[config.mk]
export PLATFORM = sky130hd
export DESIGN_NAME = multicycle_control_flat
export DESIGN_NICKNAME = d
export VERILOG_FILES = /design/src/rtl/multicycle_control_pkg.sv /design/src/rtl/multicycle_control_if.sv /design/src/rtl/multicycle_control_alu_decoder.sv /design/src/rtl/multicycle_control.sv /design/src/flat_wrapper.sv
export SDC_FILE = /design/constraint.sdc
export NUM_CORES = 1
export LEC_CHECK = 0
export CAP_MARGIN = 0
export CORE_MARGIN = 2
export CORE_UTILIZATION = 40
export CTS_CLUSTER_DIAMETER = 50
export DETAILED_ROUTE_END_ITERATION = 6
export GPL_TIMING_DRIVEN = 0
export PLACE_DENSITY_LB_ADDON = 0.2
export SYNTH_ARGS = -nofsm -noshare
export SYNTH_HDL_FRONTEND = slang
export SYNTH_HIERARCHICAL = 1
export SYNTH_SLANG_ARGS = --single-unit
[constraint.sdc]
create_clock -name clk -period 2.9 [get_ports clk]
set_clock_uncertainty 0.1 [all_clocks]
set_input_delay 0.435 -clock clk [delete_from_list [all_inputs] [get_ports clk]]
set_output_delay 0.435 -clock clk [all_outputs]
set_load 0.05 [all_outputs]
[src/rtl/multicycle_control_pkg.sv]
// Shared encodings for the multicycle RV32I control path: FSM states, opcodes,
// datapath mux selects, ALU operations and immediate formats.
package multicycle_control_pkg;

    typedef enum logic [3:0] {
        S_FETCH    = 4'd0,
        S_DECODE   = 4'd1,
        S_MEMADR   = 4'd2,
        S_MEMREAD  = 4'd3,
        S_MEMWB    = 4'd4,
        S_MEMWRITE = 4'd5,
        S_EXEC_R   = 4'd6,
        S_EXEC_I   = 4'd7,
        S_EXEC_U   = 4'd8,
        S_ALUWB    = 4'd9,
        S_BRANCH   = 4'd10,
        S_JAL      = 4'd11,
        S_ILLEGAL  = 4'd12,
        S_FAULT    = 4'd13
    } state_t;

    typedef enum logic [1:0] {
        ALU_OP_ADD  = 2'b00,
        ALU_OP_SUB  = 2'b01,
        ALU_OP_FUNC = 2'b10
    } alu_op_t;

    localparam logic [6:0] OP_LOAD   = 7'b0000011;
    localparam logic [6:0] OP_STORE  = 7'b0100011;
    localparam logic [6:0] OP_RTYPE  = 7'b0110011;
    localparam logic [6:0] OP_ITYPE  = 7'b0010011;
    localparam logic [6:0] OP_BRANCH = 7'b1100011;
    localparam logic [6:0] OP_JAL    = 7'b1101111;
    localparam logic [6:0] OP_LUI    = 7'b0110111;
    localparam logic [6:0] OP_AUIPC  = 7'b0010111;

    localparam logic [2:0] ALU_ADD     = 3'b000;
    localparam logic [2:0] ALU_SUB     = 3'b001;
    localparam logic [2:0] ALU_AND     = 3'b010;
    localparam logic [2:0] ALU_OR      = 3'b011;
    localparam logic [2:0] ALU_INVALID = 3'b111;

    localparam logic [2:0] IMM_I = 3'b000;
    localparam logic [2:0] IMM_S = 3'b001;
    localparam logic [2:0] IMM_B = 3'b010;
    localparam logic [2:0] IMM_J = 3'b011;
    localparam logic [2:0] IMM_U = 3'b100;

    localparam logic [1:0] SRC_A_PC    = 2'b00;
    localparam logic [1:0] SRC_A_OLDPC = 2'b01;
    localparam logic [1:0] SRC_A_RS1   = 2'b10;
    localparam logic [1:0] SRC_A_ZERO  = 2'b11;

    localparam logic [1:0] SRC_B_RS2  = 2'b00;
    localparam logic [1:0] SRC_B_IMM  = 2'b01;
    localparam logic [1:0] SRC_B_FOUR = 2'b10;

    localparam logic [1:0] RES_ALUOUT = 2'b00;
    localparam logic [1:0] RES_RDATA  = 2'b01;
    localparam logic [1:0] RES_ALU    = 2'b10;

    function automatic logic [2:0] imm_type_of(input logic [6:0] op);
        logic [2:0] imm;
        case (op)
            OP_STORE:         imm = IMM_S;
            OP_BRANCH:        imm = IMM_B;
            OP_JAL:           imm = IMM_J;
            OP_LUI, OP_AUIPC: imm = IMM_U;
            default:          imm = IMM_I;
        endcase
        return imm;
    endfunction

endpackage

[src/rtl/multicycle_control_if.sv]
// Control-to-datapath bundle: instruction fields and flags in, mux selects,
// write strobes and the memory request handshake out.
interface multicycle_control_if;
    import multicycle_control_pkg::*;

    logic [6:0] op_code;
    logic [2:0] func3;
    logic [6:0] func7;
    logic       zero;
    logic       mem_ready;
    logic       mem_req;
    logic       mem_write;
    logic       adr_src;
    logic       ir_write;
    logic       pc_write;
    logic       reg_write;
    logic [1:0] alu_src_a;
    logic [1:0] alu_src_b;
    logic [1:0] result_src;
    logic [2:0] alu_control;
    logic [2:0] imm_type;
    logic       illegal_instr;
    logic       mem_fault;

    modport master (
        input  op_code, func3, func7, zero, mem_ready,
        output mem_req, mem_write, adr_src, ir_write, pc_write, reg_write,
               alu_src_a, alu_src_b, result_src, alu_control, imm_type,
               illegal_instr, mem_fault
    );

    modport slave (
        output op_code, func3, func7, zero, mem_ready,
        input  mem_req, mem_write, adr_src, ir_write, pc_write, reg_write,
               alu_src_a, alu_src_b, result_src, alu_control, imm_type,
               illegal_instr, mem_fault
    );

endinterface

[src/rtl/multicycle_control_alu_decoder.sv]
// Combinational ALU decoder: the FSM picks add/sub directly or defers to func3.
// func7 is carried for a future ADD/SUB split and is not decoded yet.
module multicycle_control_alu_decoder
    import multicycle_control_pkg::*;
(
    input  alu_op_t    alu_op,
    input  logic [2:0] func3,
    input  logic [6:0] func7,
    output logic [2:0] alu_control
);

    logic unused_func7_s;
    assign unused_func7_s = ^func7;

    // Map the FSM request and func3 onto an ALU operation.
    always_comb begin
        alu_control = ALU_ADD;
        case (alu_op)
            ALU_OP_ADD: alu_control = ALU_ADD;
            ALU_OP_SUB: alu_control = ALU_SUB;
            ALU_OP_FUNC: begin
                case (func3)
                    3'b000:  alu_control = ALU_ADD;
                    3'b110:  alu_control = ALU_OR;
                    3'b111:  alu_control = ALU_AND;
                    default: alu_control = ALU_INVALID;
                endcase
            end
            default: alu_control = ALU_INVALID;
        endcase
    end

endmodule

[src/rtl/multicycle_control.sv]
// Sequencing FSM for the multicycle RV32I core: steps each instruction through
// fetch/decode/execute/memory/writeback and guards memory waits with a watchdog.
module multicycle_control
    import multicycle_control_pkg::*;
#(
    parameter int unsigned TIMEOUT_CYCLES = 255
) (
    input  logic                  clk,
    input  logic                  reset,
    multicycle_control_if.master  bus
);

    localparam int unsigned CNT_W = (TIMEOUT_CYCLES > 32'd0) ? $clog2(TIMEOUT_CYCLES + 32'd1) : 1;
    localparam logic [CNT_W-1:0] CNT_MAX   = '1;
    localparam logic [CNT_W-1:0] CNT_LIMIT = CNT_W'(TIMEOUT_CYCLES);

    state_t           state_r;
    state_t           next_state_s;
    logic [CNT_W-1:0] wait_cnt_r;
    logic             illegal_r;
    logic             fault_r;
    logic             timeout_s;
    logic             wait_inc_s;

    logic             mem_req_s;
    logic             mem_write_s;
    logic             adr_src_s;
    logic             ir_write_s;
    logic             pc_write_s;
    logic             reg_write_s;
    logic [1:0]       alu_src_a_s;
    logic [1:0]       alu_src_b_s;
    logic [1:0]       result_src_s;
    alu_op_t          alu_op_s;

    function automatic state_t decode_target(input logic [6:0] op);
        state_t nxt;
        case (op)
            OP_LOAD, OP_STORE: nxt = S_MEMADR;
            OP_RTYPE:          nxt = S_EXEC_R;
            OP_ITYPE:          nxt = S_EXEC_I;
            OP_BRANCH:         nxt = S_BRANCH;
            OP_JAL:            nxt = S_JAL;
            OP_LUI, OP_AUIPC:  nxt = S_EXEC_U;
            default:           nxt = S_ILLEGAL;
        endcase
        return nxt;
    endfunction

    // A ready arriving on the limit cycle still completes the access.
    assign timeout_s  = (TIMEOUT_CYCLES != 32'd0) && (wait_cnt_r == CNT_LIMIT) && !bus.mem_ready;
    assign wait_inc_s = mem_req_s && !bus.mem_ready && (wait_cnt_r != CNT_MAX);

    // State register, watchdog counter and sticky error flags.
    always_ff @(posedge clk) begin
        if (reset) begin
            state_r    <= S_FETCH;
            wait_cnt_r <= '0;
            illegal_r  <= 1'b0;
            fault_r    <= 1'b0;
        end else begin
            state_r <= next_state_s;
            if (next_state_s != state_r) begin
                wait_cnt_r <= '0;
            end else if (wait_inc_s) begin
                wait_cnt_r <= wait_cnt_r + CNT_W'(1);
            end
            if (next_state_s == S_ILLEGAL) begin
                illegal_r <= 1'b1;
            end
            if (next_state_s == S_FAULT) begin
                fault_r <= 1'b1;
            end
        end
    end

    // Next-state logic and Moore control decode.
    always_comb begin
        next_state_s = state_r;
        mem_req_s    = 1'b0;
        mem_write_s  = 1'b0;
        adr_src_s    = 1'b0;
        ir_write_s   = 1'b0;
        pc_write_s   = 1'b0;
        reg_write_s  = 1'b0;
        alu_src_a_s  = SRC_A_PC;
        alu_src_b_s  = SRC_B_RS2;
        result_src_s = RES_ALUOUT;
        alu_op_s     = ALU_OP_ADD;
        case (state_r)
            S_FETCH: begin
                mem_req_s    = 1'b1;
                alu_src_b_s  = SRC_B_FOUR;
                result_src_s = RES_ALU;
                if (bus.mem_ready) begin
                    ir_write_s   = 1'b1;
                    pc_write_s   = 1'b1;
                    next_state_s = S_DECODE;
                end else if (timeout_s) begin
                    next_state_s = S_FAULT;
                end else begin
                    next_state_s = S_FETCH;
                end
            end
            S_DECODE: begin
                alu_src_a_s  = SRC_A_OLDPC;
                alu_src_b_s  = SRC_B_IMM;
                next_state_s = decode_target(bus.op_code);
            end
            S_MEMADR: begin
                alu_src_a_s = SRC_A_RS1;
                alu_src_b_s = SRC_B_IMM;
                if (bus.op_code[5]) begin
                    next_state_s = S_MEMWRITE;
                end else begin
                    next_state_s = S_MEMREAD;
                end
            end
            S_MEMREAD, S_MEMWRITE: begin
                mem_req_s   = 1'b1;
                mem_write_s = (state_r == S_MEMWRITE);
                adr_src_s   = 1'b1;
                if (bus.mem_ready) begin
                    next_state_s = (state_r == S_MEMWRITE) ? S_FETCH : S_MEMWB;
                end else if (timeout_s) begin
                    next_state_s = S_FAULT;
                end else begin
                    next_state_s = state_r;
                end
            end
            S_MEMWB: begin
                result_src_s = RES_RDATA;
                reg_write_s  = 1'b1;
                next_state_s = S_FETCH;
            end
            S_EXEC_R, S_EXEC_I: begin
                alu_src_a_s  = SRC_A_RS1;
                alu_src_b_s  = (state_r == S_EXEC_I) ? SRC_B_IMM : SRC_B_RS2;
                alu_op_s     = ALU_OP_FUNC;
                next_state_s = S_ALUWB;
            end
            S_EXEC_U: begin
                alu_src_b_s = SRC_B_IMM;
                if (bus.op_code[5]) begin
                    alu_src_a_s = SRC_A_ZERO;
                end else begin
                    alu_src_a_s = SRC_A_OLDPC;
                end
                next_state_s = S_ALUWB;
            end
            S_ALUWB: begin
                reg_write_s  = 1'b1;
                next_state_s = S_FETCH;
            end
            S_BRANCH: begin
                alu_src_a_s  = SRC_A_RS1;
                alu_op_s     = ALU_OP_SUB;
                pc_write_s   = bus.zero;
                next_state_s = S_FETCH;
            end
            S_JAL: begin
                // Target already sits in alu_out; the ALU forms old_pc+4 for the link.
                alu_src_a_s  = SRC_A_OLDPC;
                alu_src_b_s  = SRC_B_FOUR;
                pc_write_s   = 1'b1;
                next_state_s = S_ALUWB;
            end
            S_ILLEGAL: next_state_s = S_ILLEGAL;
            S_FAULT:   next_state_s = S_FAULT;
            default:   next_state_s = S_FAULT;
        endcase
    end

    multicycle_control_alu_decoder u_alu_decoder (
        .alu_op      (alu_op_s),
        .func3       (bus.func3),
        .func7       (bus.func7),
        .alu_control (bus.alu_control)
    );

    // Strobes and memory request are held low while reset is asserted.
    always_comb begin
        if (reset) begin
            bus.mem_req   = 1'b0;
            bus.mem_write = 1'b0;
            bus.ir_write  = 1'b0;
            bus.pc_write  = 1'b0;
            bus.reg_write = 1'b0;
        end else begin
            bus.mem_req   = mem_req_s;
            bus.mem_write = mem_write_s;
            bus.ir_write  = ir_write_s;
            bus.pc_write  = pc_write_s;
            bus.reg_write = reg_write_s;
        end
    end

    assign bus.adr_src       = adr_src_s;
    assign bus.alu_src_a     = alu_src_a_s;
    assign bus.alu_src_b     = alu_src_b_s;
    assign bus.result_src    = result_src_s;
    assign bus.imm_type      = imm_type_of(bus.op_code);
    assign bus.illegal_instr = illegal_r;
    assign bus.mem_fault     = fault_r;

endmodule

[src/flat_wrapper.sv]
// flat-port wrapper written by rule: the top's interface ports become plain ports
module multicycle_control_flat import multicycle_control_pkg::*;
#(
    parameter int unsigned TIMEOUT_CYCLES = 255
)
  (clk, reset, bus_op_code, bus_func3, bus_func7, bus_zero, bus_mem_ready, bus_mem_req, bus_mem_write, bus_adr_src, bus_ir_write, bus_pc_write, bus_reg_write, bus_alu_src_a, bus_alu_src_b, bus_result_src, bus_alu_control, bus_imm_type, bus_illegal_instr, bus_mem_fault);
  multicycle_control_if bus_i ();
  input  logic clk;
  input  logic reset;
  input wire logic [$bits(bus_i.op_code)-1:0] bus_op_code;
  input wire logic [$bits(bus_i.func3)-1:0] bus_func3;
  input wire logic [$bits(bus_i.func7)-1:0] bus_func7;
  input wire logic [$bits(bus_i.zero)-1:0] bus_zero;
  input wire logic [$bits(bus_i.mem_ready)-1:0] bus_mem_ready;
  output wire logic [$bits(bus_i.mem_req)-1:0] bus_mem_req;
  output wire logic [$bits(bus_i.mem_write)-1:0] bus_mem_write;
  output wire logic [$bits(bus_i.adr_src)-1:0] bus_adr_src;
  output wire logic [$bits(bus_i.ir_write)-1:0] bus_ir_write;
  output wire logic [$bits(bus_i.pc_write)-1:0] bus_pc_write;
  output wire logic [$bits(bus_i.reg_write)-1:0] bus_reg_write;
  output wire logic [$bits(bus_i.alu_src_a)-1:0] bus_alu_src_a;
  output wire logic [$bits(bus_i.alu_src_b)-1:0] bus_alu_src_b;
  output wire logic [$bits(bus_i.result_src)-1:0] bus_result_src;
  output wire logic [$bits(bus_i.alu_control)-1:0] bus_alu_control;
  output wire logic [$bits(bus_i.imm_type)-1:0] bus_imm_type;
  output wire logic [$bits(bus_i.illegal_instr)-1:0] bus_illegal_instr;
  output wire logic [$bits(bus_i.mem_fault)-1:0] bus_mem_fault;
  assign bus_i.op_code = bus_op_code;
  assign bus_i.func3 = bus_func3;
  assign bus_i.func7 = bus_func7;
  assign bus_i.zero = bus_zero;
  assign bus_i.mem_ready = bus_mem_ready;
  assign bus_mem_req = bus_i.mem_req;
  assign bus_mem_write = bus_i.mem_write;
  assign bus_adr_src = bus_i.adr_src;
  assign bus_ir_write = bus_i.ir_write;
  assign bus_pc_write = bus_i.pc_write;
  assign bus_reg_write = bus_i.reg_write;
  assign bus_alu_src_a = bus_i.alu_src_a;
  assign bus_alu_src_b = bus_i.alu_src_b;
  assign bus_result_src = bus_i.result_src;
  assign bus_alu_control = bus_i.alu_control;
  assign bus_imm_type = bus_i.imm_type;
  assign bus_illegal_instr = bus_i.illegal_instr;
  assign bus_mem_fault = bus_i.mem_fault;
  multicycle_control #(.TIMEOUT_CYCLES(TIMEOUT_CYCLES)) u_core (.clk(clk), .reset(reset), .bus(bus_i));
endmodule
# == After elaboration in Yosys (flattened, before gate mapping) ==
# Index checks and enable logic that the tools add are counted.
# totals
mem_count,0
output_inout_bits,20
latchBits,0
reg_bits,14
in_bits,21
elab_cells,83
ramBits,0
rom_bits,0
# classes
addsub,1
magnitude_cmp,0
shifts,0
mux,29
eq_ne,29
n_reduce_logical,20
div_mod_pow,0
n_bitwise,0
mul,0
# ops
operator,n
$eq A4 B4 Y1 const B,7
$pmux W4 S7,1
$pmux W4 S6,1
$eq A7 B6 Y1 const B,3
$pmux W3 S3,2
$eq A4 B3 Y1 const B,4
$mux W4,4
$reduce_or A2 Y1,8
$eq A7 B5 Y1 const B,2
$eq A7 B7 Y1 const B,2
$mux W1,12
$pmux W2 S3,2
$pmux W3 S4,1
$reduce_or A3 Y1,3
$add A8 B1 Y8 const B,1
$eq A4 B2 Y1 const B,2
$eq A8 B8 Y1 const B,1
$ne A8 B8 Y1 const B,1
$pmux W2 S2,2
$reduce_or A4 Y1,2
$eq A7 B2 Y1 const B,1
$eq A3 B3 Y1 const B,2
$mux W3,2
$eq A4 B1 Y1 const B,1
10 further kinds,12

# == Logic depth before layout (Yosys ltp) ==
# Gate-level depths: netlist of the first run.
# logic_depth
word_depth,7
depth_mapped,8
mapped_depth_nobuf,7

# == Cells and area by module ==
# The synthesis of the first run kept the hierarchy.
# by_module_without_submodules
mod,cells_per_inst,seq_area_each_um2,area_per_inst_um2,n_inst
multicycle_control,164,280.3,1207.4,1
multicycle_control_alu_decoder,7,0.0,47.5,1

# == Worst setup path after synthesis of the first run ==
# OpenSTA, ideal clock, no wires.
# synth_timing
path_type,input to output
start,input bus_op_code[2]
end,output bus_imm_type[1]
required_ps,2365
arrival_time_ps,3125
stages,2
slack_ps,-760
path_cell_list,or2_1 > a2111oi_0
# synth_between
elab_chain_cells,3
elab_cells_between_ends,7
# synth_lines
element,line,rtl
from (decl),flat_wrapper.sv:10,input wire logic [$bits(bus_i.op_code)-1:0] bus_op_code;
$eq A7 B6 Y1 / $eq A7 B5 Y1 (equally long branches),multicycle_control_pkg.sv:64,case (op)
$reduce_or A2 Y1,multicycle_control_pkg.sv:64,
$pmux W3 S4 (*),multicycle_control_pkg.sv:64,
to (decl),flat_wrapper.sv:25,output wire logic [$bits(bus_i.imm_type)-1:0] bus_imm_type;
# Every way passes the cells marked *; elsewhere a longest branch is shown, timed or not.

# == Final worst setup path of the first run ==
# layout_timing
start,input bus_op_code[1]
end,output bus_imm_type[2]
# Same word-level chain as after synthesis.

==> metrics list, run 1 <==
- Die Wd: 60.0 um
* Cell Area, Synth: 1250 um^2
- Power per standard cell area: 493 nW/um^2
* RePlAce Congestion: 0.876
* Minimum clock period after layout: 2.77 ns
- Cts hold-fix bufs: 0
* Post-route clock period utilization: 0.954
- In this design, the stage delay of the slowest critical-path cell is 0.86 ns.
- Counting every net in the synthesized netlist gives 193.
- Maximum resistive drop on vdd: 0.000267 V
- Leading cell types by count after synthesis: nor2_1, dfxtp_1, nand2_1, a21oi_1, nor3_1
- At the worst endpoint, the required time is 2.37 ns.
- Leakage power: 0.000683 uW
* Largest area contributor in the synthesized netlist: dfxtp_1
- Hpwl dp: 2850 um
- STA classifies the critical path endpoint as a primary output.
- Final hold violations: 0
- Along the worst path, the maximum fanout reaches 8.
- Row generation in the floorplan step produced 20 rows.
- The region available for standard cell placement spans 3030 um^2.
- Vias/cell: 5.74
- The die covers 3600 um^2.
- Post-synth EDFFs: 0
* Residual DRC count: 0
* First-pass detailed-route iteration total: 4
* Count of nets left with antenna violations after detail routing: 0
- After synthesis the netlist holds a flip-flop and latch count of 14.
- Routed wire length: 3650 um
- Initial antenna violation count: 0
* Count of vias placed by the detailed router: 1447
* Share of the synthesized area in the top cell type: 0.223
- Entering global routing, the biggest net connects 11 pins.
- Clk slew on worst S/H paths: 0.09 ns
- Mapped Avg Cell Area: 7.34 um^2
- Dividing the detail-routed wire length by the instance count gives 14.5 um.
- Global-route wire length before repair: 6160 um
- Top-level I/O count: 41
- Cells along the critical path: clkdlybuf4s50_1 -> nand2_1 -> nor4_2 -> clkdlybuf4s50_1
- For this run, the share of the core covered by cells in the final layout is 0.560.
- TritonCTS built the clock tree.
- The final layout contains 231 nets.
- Kind of path behind the tightest hold check: reg -> reg
- Across the run, the number of max-cap violations was 0.
- Share of cells above drive strength 1: 0.120
- Predominant post-synthesis flop cell: dfxtp_1
- For this block, the initial DRC count from the detailed router was 98.
- Cell types occupying the most area after synthesis: dfxtp_1, nor2_1, a21oi_1
* Sequential-to-total area share from yosys stat: 0.223
- The cell that appears most often on the critical path is clkdlybuf4s50_1.
- In the global route stage, overall resource usage came out at 0.220.
- Source-to-sink clock delay at the later pin of the worst-skew pair: 0.28 ns
- Startpoint types: input pin
* CTS HTree Levels: 1
- Worst rel slew slack: 0.554
- Synthesis handed over a netlist of 171 instances.
- The clock passes through at most 2 buffers.
* Ys async rst share: 0
* Most used standard cell by instance count after synthesis: nor2_1
* Vias in the first global route: 1361
- Number of diodes: 0
- For the pin with the worst max-slew slack, the measured transition is 0.664 ns.
- For this run, the number of Yosys warnings is 6.
- Count of different cell masters after synthesis: 56
- Setup violations remaining at the end of the flow were counted as 0.
- Sum of negative setup slack: 0 ns
- The initial utilization of the core area, before any placement, comes to 0.414.
* Worst path arrival time: 2.23 ns
* Max-slew violations: 0
* Setup repair after global routing missed its margin: no
* Gr ovfl total: 0
- Clock tree synthesis inserted a total of 3 buffers.
- Cell with the largest stage delay on the worst path: clkdlybuf4s50_1
* Outcome: finished, final reports clean
- Height of the chip: 60.0 um
- Num Clock Sinks: 14
- Compared with the post-synthesis result, the final layout area differs by 35.0%.
* Critical setup path kind: in -> out
* Number of buffers added on ports: 32
- Clock Root Buffer: clkbuf_4
- For this run, the top clock speed supported by timing is 362 MHz.
[logic make-up after synthesis]
family | count (synthesis) | synth area share
adder cells (fa/ha/maj) | 2 | 0.0179
AO/OA/AOI/OAI | 39 | 0.223
buffers and inverters | 18 | 0.0618
XOR/XNOR | 8 | 0.0558
multiplexers | 1 | 0.00798
flip-flops | 14 | 0.223
AND/OR/NAND/NOR | 89 | 0.410
[worst max-delay path, delay by kind of cell]
| kind | cells | cell delay [ns] |
|---|---|---|
| and+or+nand+nor | 2 | 0.48 |
| buffers and inverters | 2 | 1.32 |
[area by class of cell]
type	count	area [um^2]
well taps	44	55.1
plain buffers	10	50.0
fillers	301	1330
multi-input cells	139	916
flip-flops and latches	14	280
inverters	8	30.0
repair buffers	33	327
clock buffers	4	36.3
[flip-flops by register name, indices dropped and copies added (netlist names)]
name                      count
u_core/bus.illegal_instr      1
u_core/bus.mem_fault          1
u_core/state_r                4
u_core/wait_cnt_r             8
[layout by cell type, fill, tap and decap left out, drive strengths merged, types with 2 or more instances in the layout]
| master | netlist | routed |
|---|---|---|
| a21oi | 11 | 11 |
| nand4 | 2 | 2 |
| nand2 | 12 | 12 |
| nor3 | 11 | 11 |
| clkdlybuf4s15 | 0 | 3 |
| clkdlybuf4s50 | 0 | 16 |
| o41ai | 2 | 2 |
| inv | 8 | 8 |
| dfxtp | 14 | 14 |
| nor2 | 22 | 22 |
| nor2b | 2 | 2 |
| nand2b | 8 | 8 |
| clkbuf | 6 | 12 |
| o21ai | 4 | 4 |
| dlymetal6s2s | 0 | 4 |
| xnor2 | 3 | 3 |
| xor2 | 5 | 5 |
| nand3 | 5 | 5 |
| buf | 4 | 4 |
| nor4b | 3 | 3 |
| nor4 | 7 | 7 |
| or4 | 4 | 4 |
| o2bb2ai | 3 | 3 |
| dlygate4sd2 | 0 | 8 |
| or2 | 2 | 2 |
| and3 | 4 | 4 |
| o2111ai | 2 | 2 |
[worst paths after layout]
path | slack, ns | cells after the start | startpoint | endpoint
worst max-delay path | 0.13 | 4 | bus_op_code[1] | bus_imm_type[2]
worst min-delay path | 0.37 | 1 | u_core/bus.mem_fault | u_core/bus.mem_fault
worst max register to register | 0.35 | 7 | u_core/state_r[0] | u_core/bus.illegal_instr
worst min register to register | 0.37 | 1 | u_core/bus.mem_fault | u_core/bus.mem_fault
[report_power, final]
part | switching [uW] | total, uW | leakage (uW) | internal, uW
clock network | 64.6 | 141 | 0.0000210 | 76.4
registers | 5.53 | 210 | 0.000113 | 204
logic | 316 | 485 | 0.000549 | 169
[metal layers]
layer  vias up  track usage  wire length (um)
met3        10       0.0281               248
met1       661        0.294              1550
met5         -            0                 0
met2        62        0.363              1780
li1        714            -                 -
met4         0       0.0762                73
[what timing repair did]
| action | 4_1_cts | 5_1_grt |
|---|---|---|
| gates resized for setup | 19 | 8 |
| setup endpoints to repair | 12 | 15 |
| pin swaps | 0 | 1 |
| setup buffers | 0 | 1 |
| endpoints found under the hold margin | 0 | 0 |
[metrics by stage]
stage / instances / cell area, um^2 / hold slack [ns] / setup WS, ns / power (uW)
after global routing: 252 / 1690 / 0.387 / 0.0213 / 891
after detailed placement: 247 / 1640 / 0.354 / -0.353 / 696
final: 252 / 1690 / 0.372 / 0.134 / 835
after floorplan: 171 / 1270 / 0.388 / -0.0881 / 554
after global placement: 247 / 1640 / 0.349 / -0.303 / 691
after CTS: 251 / 1670 / 0.373 / 0.00664 / 830
Note: power is estimated with default switching activity, not from simulation.
==> inputs of run 2 (changes only) <==
Settings changed: CORE_MARGIN 2 to 3.
==> run 2 against run 1 <==
Net effect:
- core utilization up 2.8 points
- first-iteration DRC count is 41% higher
- critical path depth is 2 higher
- critical endpoint is now bus_alu_control[2]
- largest cell class unchanged
==> metrics list, run 2 (synthesized netlist as in run 1, its figures left out) <==
* Count of standard-cell rows: 19 (-5.0%)
* Outcome: finished, final reports clean
- The post-layout utilization of the core was 0.587 (+0.0277).
* Wire per inst: 15.2 um (+5.1%)
- Top reg by flops: u_core/wait_cnt_r
- Biggest fanout along the worst timing path: 10 (+2)
* Required time of the critical path: 2.37 ns (about the same)
* Cells after DPL: 245 (-0.81%)
- The largest registers in the layout are u_core/wait_cnt_r: 8 flops, u_core/state_r: 4 flops.
* Setup repair after global routing missed its margin: no
* Count of nets left with antenna violations after detail routing: 0 (unchanged)
* Pre-CTS setup slack: -0.325 ns (+0.0277 ns)
- CTS Buf Count: 3 (unchanged)
- Vias in the first global route: 1244 (-8.6%)
- Core region area: 2880 um^2 (-5.0%)
* Minimum clock period after layout: 2.80 ns (+0.0328 ns)
* Vias/cell: 5.83 (+1.6%)
- Reported max-cap violation count: 0 (unchanged)
- The number of standard cells in the layout, taps in and fillers out came to 248 (-1.6%).
* Top-level I/O count: 41 (unchanged)
* Highest achievable clock rate: 357 MHz (-1.2%)
* Routed wire length: 3780 um (+3.4%)
- Worst rel slew slack: 0.549 (-0.00470)
- Worst path arrival time: 2.26 ns (+0.03 ns)
- Sum of negative setup slack: 0 ns (unchanged)
- The pin count of the biggest net entering global routing came to 11 (unchanged).
* Filler instances: 288 (-4.3%)
- The initial antenna violation count is 0 (unchanged).
* Count of vias placed by the detailed router: 1447 (unchanged)
- STA classifies the critical path startpoint as a flop.
* Final hold violations: 0 (unchanged)
- Maximum resistive drop on vdd: 0.000386 V (+44%)
- The height of the die was 62.0 um (+3.3%).
* Gate power share: 0.576 (-0.004)
* Flip-flop count of the largest register, all copies and words added: 8 (unchanged)
* Area of the die: 3850 um^2 (+6.8%)
- CTS HTree Levels: 1 (unchanged)
* Number of buffers added on ports: 32 (unchanged)
- Clock Root Buffer: clkbuf_4
- STA classifies the critical path endpoint as a primary output.
* Combined area of the multi-input logic cells: 916 um^2 (unchanged)
- The number of buffers on the longest clock path is 2 (unchanged).
- Post-route clock period utilization: 0.965 (+0.0113)
- Clk slew on worst S/H paths: 0.08 ns (about the same)
* Psw: 381 uW (-1.2%)
- Max-slew violations: 0 (unchanged)
* Final hold slack: 0.378 ns (+0.00534 ns)
* Most common cell after layout, fill and taps aside: nor2_1
* Hpwl dp: 2970 um (+4.4%)
- The number of iterations in the first detailed-routing pass came to 4 (unchanged).
- The global routing usage summed across all routing layers is 0.212 (-0.00821).
- Critical setup path kind: reg -> out
- Internal cell power: 449 uW (-0.19%)
* Leakage power: 0.000694 uW (+1.6%)
* TritonCTS clock tree: done
- Power per standard cell area: 491 nW/um^2 (-0.38%)
- Number of diodes: 0 (unchanged)
* RePlAce Congestion: 0.933 (+6.5%)
* Count of routing violations after the opening detailed-route iteration: 138 (+41%)
- The total congestion overflow after global routing is 0 (unchanged).
- Sequential cell area: 282 um^2 (+0.45%)
- Residual DRC count: 0 (unchanged)
* Clk pwr share: 0.165 (-0.004)
- The floorplan die width is 62.0 um (+3.3%).
- The number of sinks handled by clock tree synthesis is 14 (unchanged).
- Final setup slack of the worst path: 0.101 ns (-0.0328 ns)
* Share of cells above drive strength 1: 0.112 (-0.00854)
- Number of nets at the end of the flow: 229 (-0.87%)
* Setup Viol. Count Final: 0 (unchanged)
- The sequential share of power was 0.259 (+0.008).
- The proportion of total power due to net switching was 0.459 (-0.00261).
- The source-to-sink clock delay at the later pin of the worst-skew pair came to 0.27 ns (about the same).
- The initial core utilization came to 0.436 (+0.0218).
* Area growth, synth to finish: 34.6%
- The worst hold path belongs to the class reg -> reg.
- Worst-margin pin slew: 0.671 ns (+0.00699 ns)
- In the layout the commonest cells are nor2_1, clkdlybuf4s50_1, dfxtp_1.
- The global-route wire length before repair was 6140 um (-0.32%).
* Cts hold-fix bufs: 0 (unchanged)
-- run 2: changes by cell type in the layout (fill, tap and decap cells not counted) --
cell	previous run	this run
buf_4	1	0
clkbuf_1	5	3
clkdlybuf4s15_2	3	1
clkdlybuf4s50_1	16	19
dfxtp_1	14	13
dfxtp_2	0	1
dlygate4sd2_1	8	7
dlymetal6s2s_1	4	5
-- run 2: through the flow --
stage,area [um^2],power (uW)
after floorplan,1270,554
after global placement,1640,696
after detailed placement,1640,697
after CTS,1670,832
after global routing,1690,880
final,1690,830
-- run 2: layer usage --
metal / wire length, um / global-route usage / vias to the layer above
met5: 0 / 0 / -
met4: 48 / 0.0636 / 0
met3: 233 / 0.0289 / 6
met2: 1730 / 0.299 / 66
met1: 1770 / 0.328 / 664
li1: - / - / 711
-- run 2: worst max-delay path, cell delays in order, from the launching register on --
cell	delay [ns]
dfxtp_1	0.34
buf_2	0.21
nand2b_1	0.20
nor2_1	0.12
or4_1	0.54
and3_1	0.17
dlygate4sd2_1	0.42
-- run 2: final timing paths --
check	slack (ns)	startpoint	cells after the start	endpoint
max	0.10	u_core/state_r[0]	6	bus_alu_control[2]
min reg2reg	0.38	u_core/bus.mem_fault	1	u_core/bus.mem_fault
min	0.38	u_core/bus.mem_fault	1	u_core/bus.mem_fault
max reg2reg	0.28	u_core/state_r[0]	7	u_core/bus.illegal_instr
-- run 2: power by group through the flow --
| stage | logic (uW) | clock network (uW) | registers (uW) |
|---|---|---|---|
| floorplan | 333 | 0 | 221 |
| CTS | 476 | 142 | 214 |
| finish | 478 | 137 | 215 |
| global route | 513 | 151 | 217 |
| global placement | 482 | 0 | 214 |
| detailed placement | 483 | 0 | 214 |
-- run 2: layout make-up --
class,count,share of cell area
inverter,8,0.0178
timing repair buffer,32,0.193
multi-input combinational,139,0.542
sequential,14,0.167
clock buffer,4,0.0215
tap,42,0.0311
buffer,9,0.0281
-- run 2: timing repair --
item	in CTS	in global routing
gates resized for setup	11	10
setup buffers	0	0
endpoints found under the setup margin	13	16
pin swaps	0	0
==> inputs of run 3 (changes only) <==
Settings changed: CORE_ASPECT_RATIO set to 0.5, HOLD_SLACK_MARGIN set to 0.15.
==> run 3 against run 2 <==
Net effect:
- maximum frequency hardly changed
- first-iteration DRC count rose by 4.3%
- setup slack worse by 0.0023 ns
- sequential power barely moved
- die area is 1.1% higher
- wire length is 2.4% lower
- design area increased by 0.15%
- sequential share of layout area about the same
- non-clock buffer count did not move
- combinational power is essentially flat
- clock power is 41% higher
- global-route usage decreased by 1.7 points
==> metrics list, run 3 (synthesized netlist as in run 1, its figures left out) <==
* Setup repair after global routing missed its margin: no
* Highest achievable clock rate: 357 MHz (about the same)
- Area of the die: 3890 um^2 (+1.1%)
* Leakage power: 0.000666 uW (-4.1%)
* Number of buffers added on ports: 32 (unchanged)
- The fraction of layout cells with a size suffix above 1 is 0.107 (-0.00485).
- Vias/cell: 5.79 (-0.83%)
- Regs by FF count: u_core/wait_cnt_r: 8 flops, u_core/state_r: 4 flops
- Count of vias placed by the detailed router: 1406 (-2.8%)
- The worst vdd rail ir drop was 0.000311 V (-19%).
- CTS Buf Count: 3 (unchanged)
- Flip-flop count of the largest register, all copies and words added: 8 (unchanged)
- First-pass detailed-route iteration total: 4 (unchanged)
- The max-capacitance violation count is 0 (unchanged).
- Setup Viol. Count Final: 0 (unchanged)
* Number of nets at the end of the flow: 229 (unchanged)
- Fin util: 0.608 (+0.0210)
- The detailed router's first-iteration violation count was 144 (+4.3%).
- Most frequent cells in the layout: nor2_1, clkdlybuf4s50_1, dfxtp_1
- The H-tree depth was 1 (unchanged).
- Kind of path behind the tightest hold check: reg -> reg
- Clock Root Buffer: clkbuf_8
- Top-level I/O count: 41 (unchanged)
* Global-route wire length before repair: 6030 um (-1.8%)
- The pin count of the biggest net entering global routing is 12 (+1).
- Filler instances: 262 (-9.0%)
- The number of nets with antenna violations after routing was 0 (unchanged).
- The worst setup path is launched from an input pin.
* Worst-margin pin slew: 0.584 ns (-0.0866 ns)
* Max clock buf depth: 2 (unchanged)
- The HPWL reported at the end of detailed placement came to 2740 um (-7.9%).
* Most common cell after layout, fill and taps aside: nor2_1
* Core region area: 2780 um^2 (-3.3%)
- The final sum of negative setup slack is 0 ns (unchanged).
- Pre-CTS setup slack: -0.289 ns (+0.0363 ns)
* Final non-filler cell area: 1690 um^2 (+0.15%)
* Total power: 888 uW (+7.1%)
- Residual DRC count: 0 (unchanged)
- The initial antenna violation count is 0 (unchanged).
* Cts hold-fix bufs: 0 (unchanged)
- Height of the chip: 45.6 um (-26%)
* Power per standard cell area: 525 nW/um^2 (+6.9%)
- The max-slew headroom at the worst pin was 0.608 (+0.0581).
- Critical setup path kind: in -> out
- Routed wire length: 3690 um (-2.4%)
- The area growth from synthesis to layout is 34.8%.
* Vias in the first global route: 1271 (+2.2%)
* Number of diodes: 0 (unchanged)
- TritonCTS clock tree: done
- Biggest fanout along the worst timing path: 8 (-2)
- The total congestion overflow after global routing is 0 (unchanged).
- The count of final hold-check violations came to 0 (unchanged).
- The data required time of the worst path came to 2.37 ns (about the same).
* Source-to-sink clock delay at the later pin of the worst-skew pair: 0.25 ns (-0.02 ns)
- Outcome: finished, final reports clean
* Nature of the critical path endpoint: primary output
- The worst reg-to-reg setup slack is 0.43 ns (+0.15 ns).
- The initial core utilization is 0.451 (+0.0149).
* Die Wd: 85.2 um (+37%)
- The share of the cycle needed by the critical path after routing is 0.966 (about the same).
- Combined area of the multi-input logic cells: 916 um^2 (unchanged)
- The worst setup slack after layout is 0.0989 ns (-0.00228 ns).
- u_core/wait_cnt_r holds more flip-flops than any other register.
* Max-slew violations: 0 (unchanged)
- Post-detailed-placement cell area: 1630 um^2 (-0.38%)
- The worst endpoint data arrival time is 2.27 ns (about the same).
- RePlAce Congestion: 0.928 (-0.49%)
* Clk slew on worst S/H paths: 0.06 ns (-0.02 ns)
- Aggregate global-route resource usage: 0.196 (-0.0165)
- The total area of sequential cells was 282 um^2 (unchanged).
- The number of sinks handled by clock tree synthesis is 14 (unchanged).
* Count of standard-cell rows: 13 (-6)
- Wire per inst: 15.2 um (-0.37%)
- Minimum clock period after layout: 2.80 ns (+0.00228 ns)
[run 3: cell count changes in the layout (fill, tap and decap cells not counted)]
| cell | change |
|---|---|
| clkdlybuf4s50_1 | +2 |
| buf_1 | +2 |
| clkbuf_1 | -1 |
| clkdlybuf4s15_2 | -1 |
| dlymetal6s2s_1 | -2 |
| clkbuf_2 | -1 |
| buf_4 | +1 |
| clkbuf_8 | +3 |
| clkbuf_4 | -3 |
[run 3: critical path: stages]
cell	delay, ns
clkdlybuf4s50_1	0.46
nand2_1	0.18
nor4_2	0.33
clkdlybuf4s50_1	0.86
[run 3: final cells by class]
type / instances / share of cell area
Sequential cell: 14 / 0.166
Clock buffer: 4 / 0.0325
Inverter: 8 / 0.0178
Timing Repair Buffer: 33 / 0.190
Tap cell: 37 / 0.0274
Buffer: 8 / 0.0244
Multi-Input combinational cell: 139 / 0.541
[run 3: per-layer routing]
layer,wire (um),GRT usage
met1,1800,0.259
met2,1600,0.319
met3,266,0.0668
met4,19,0.0284
met5,0,0
[run 3: per-stage QoR]
stage / hold WS (ns) / std cells
after floorplan: 0.388 / 171
after global placement: 0.350 / 240
after detailed placement: 0.357 / 240
after CTS: 0.371 / 242
after global routing: 0.394 / 243
final: 0.365 / 243
[run 3: final timing paths]
check / cells past startpoint / end / startpoint
setup / recovery: 4 / bus_imm_type[2] / bus_op_code[1]
hold / removal: 1 / u_core/bus.mem_fault / u_core/bus.mem_fault
setup reg to reg: 7 / u_core/bus.illegal_instr / u_core/state_r[1]
hold reg to reg: 1 / u_core/bus.mem_fault / u_core/bus.mem_fault
[run 3: report_power, final]
part / leakage (uW) / switching, uW / internal [uW]
clock network: 0.0000288 / 72.2 / 120
registers: 0.000114 / 10.8 / 205
logic: 0.000523 / 308 / 172
total: 0.000666 / 391 / 497
[run 3: what timing repair did]
action                                 in CTS  in global routing
endpoints found under the hold margin       0                  0
setup buffers                               0                  1
gates resized for setup                    10                  7
setup endpoints to repair                  11                 15
pin swaps                                   0                  1
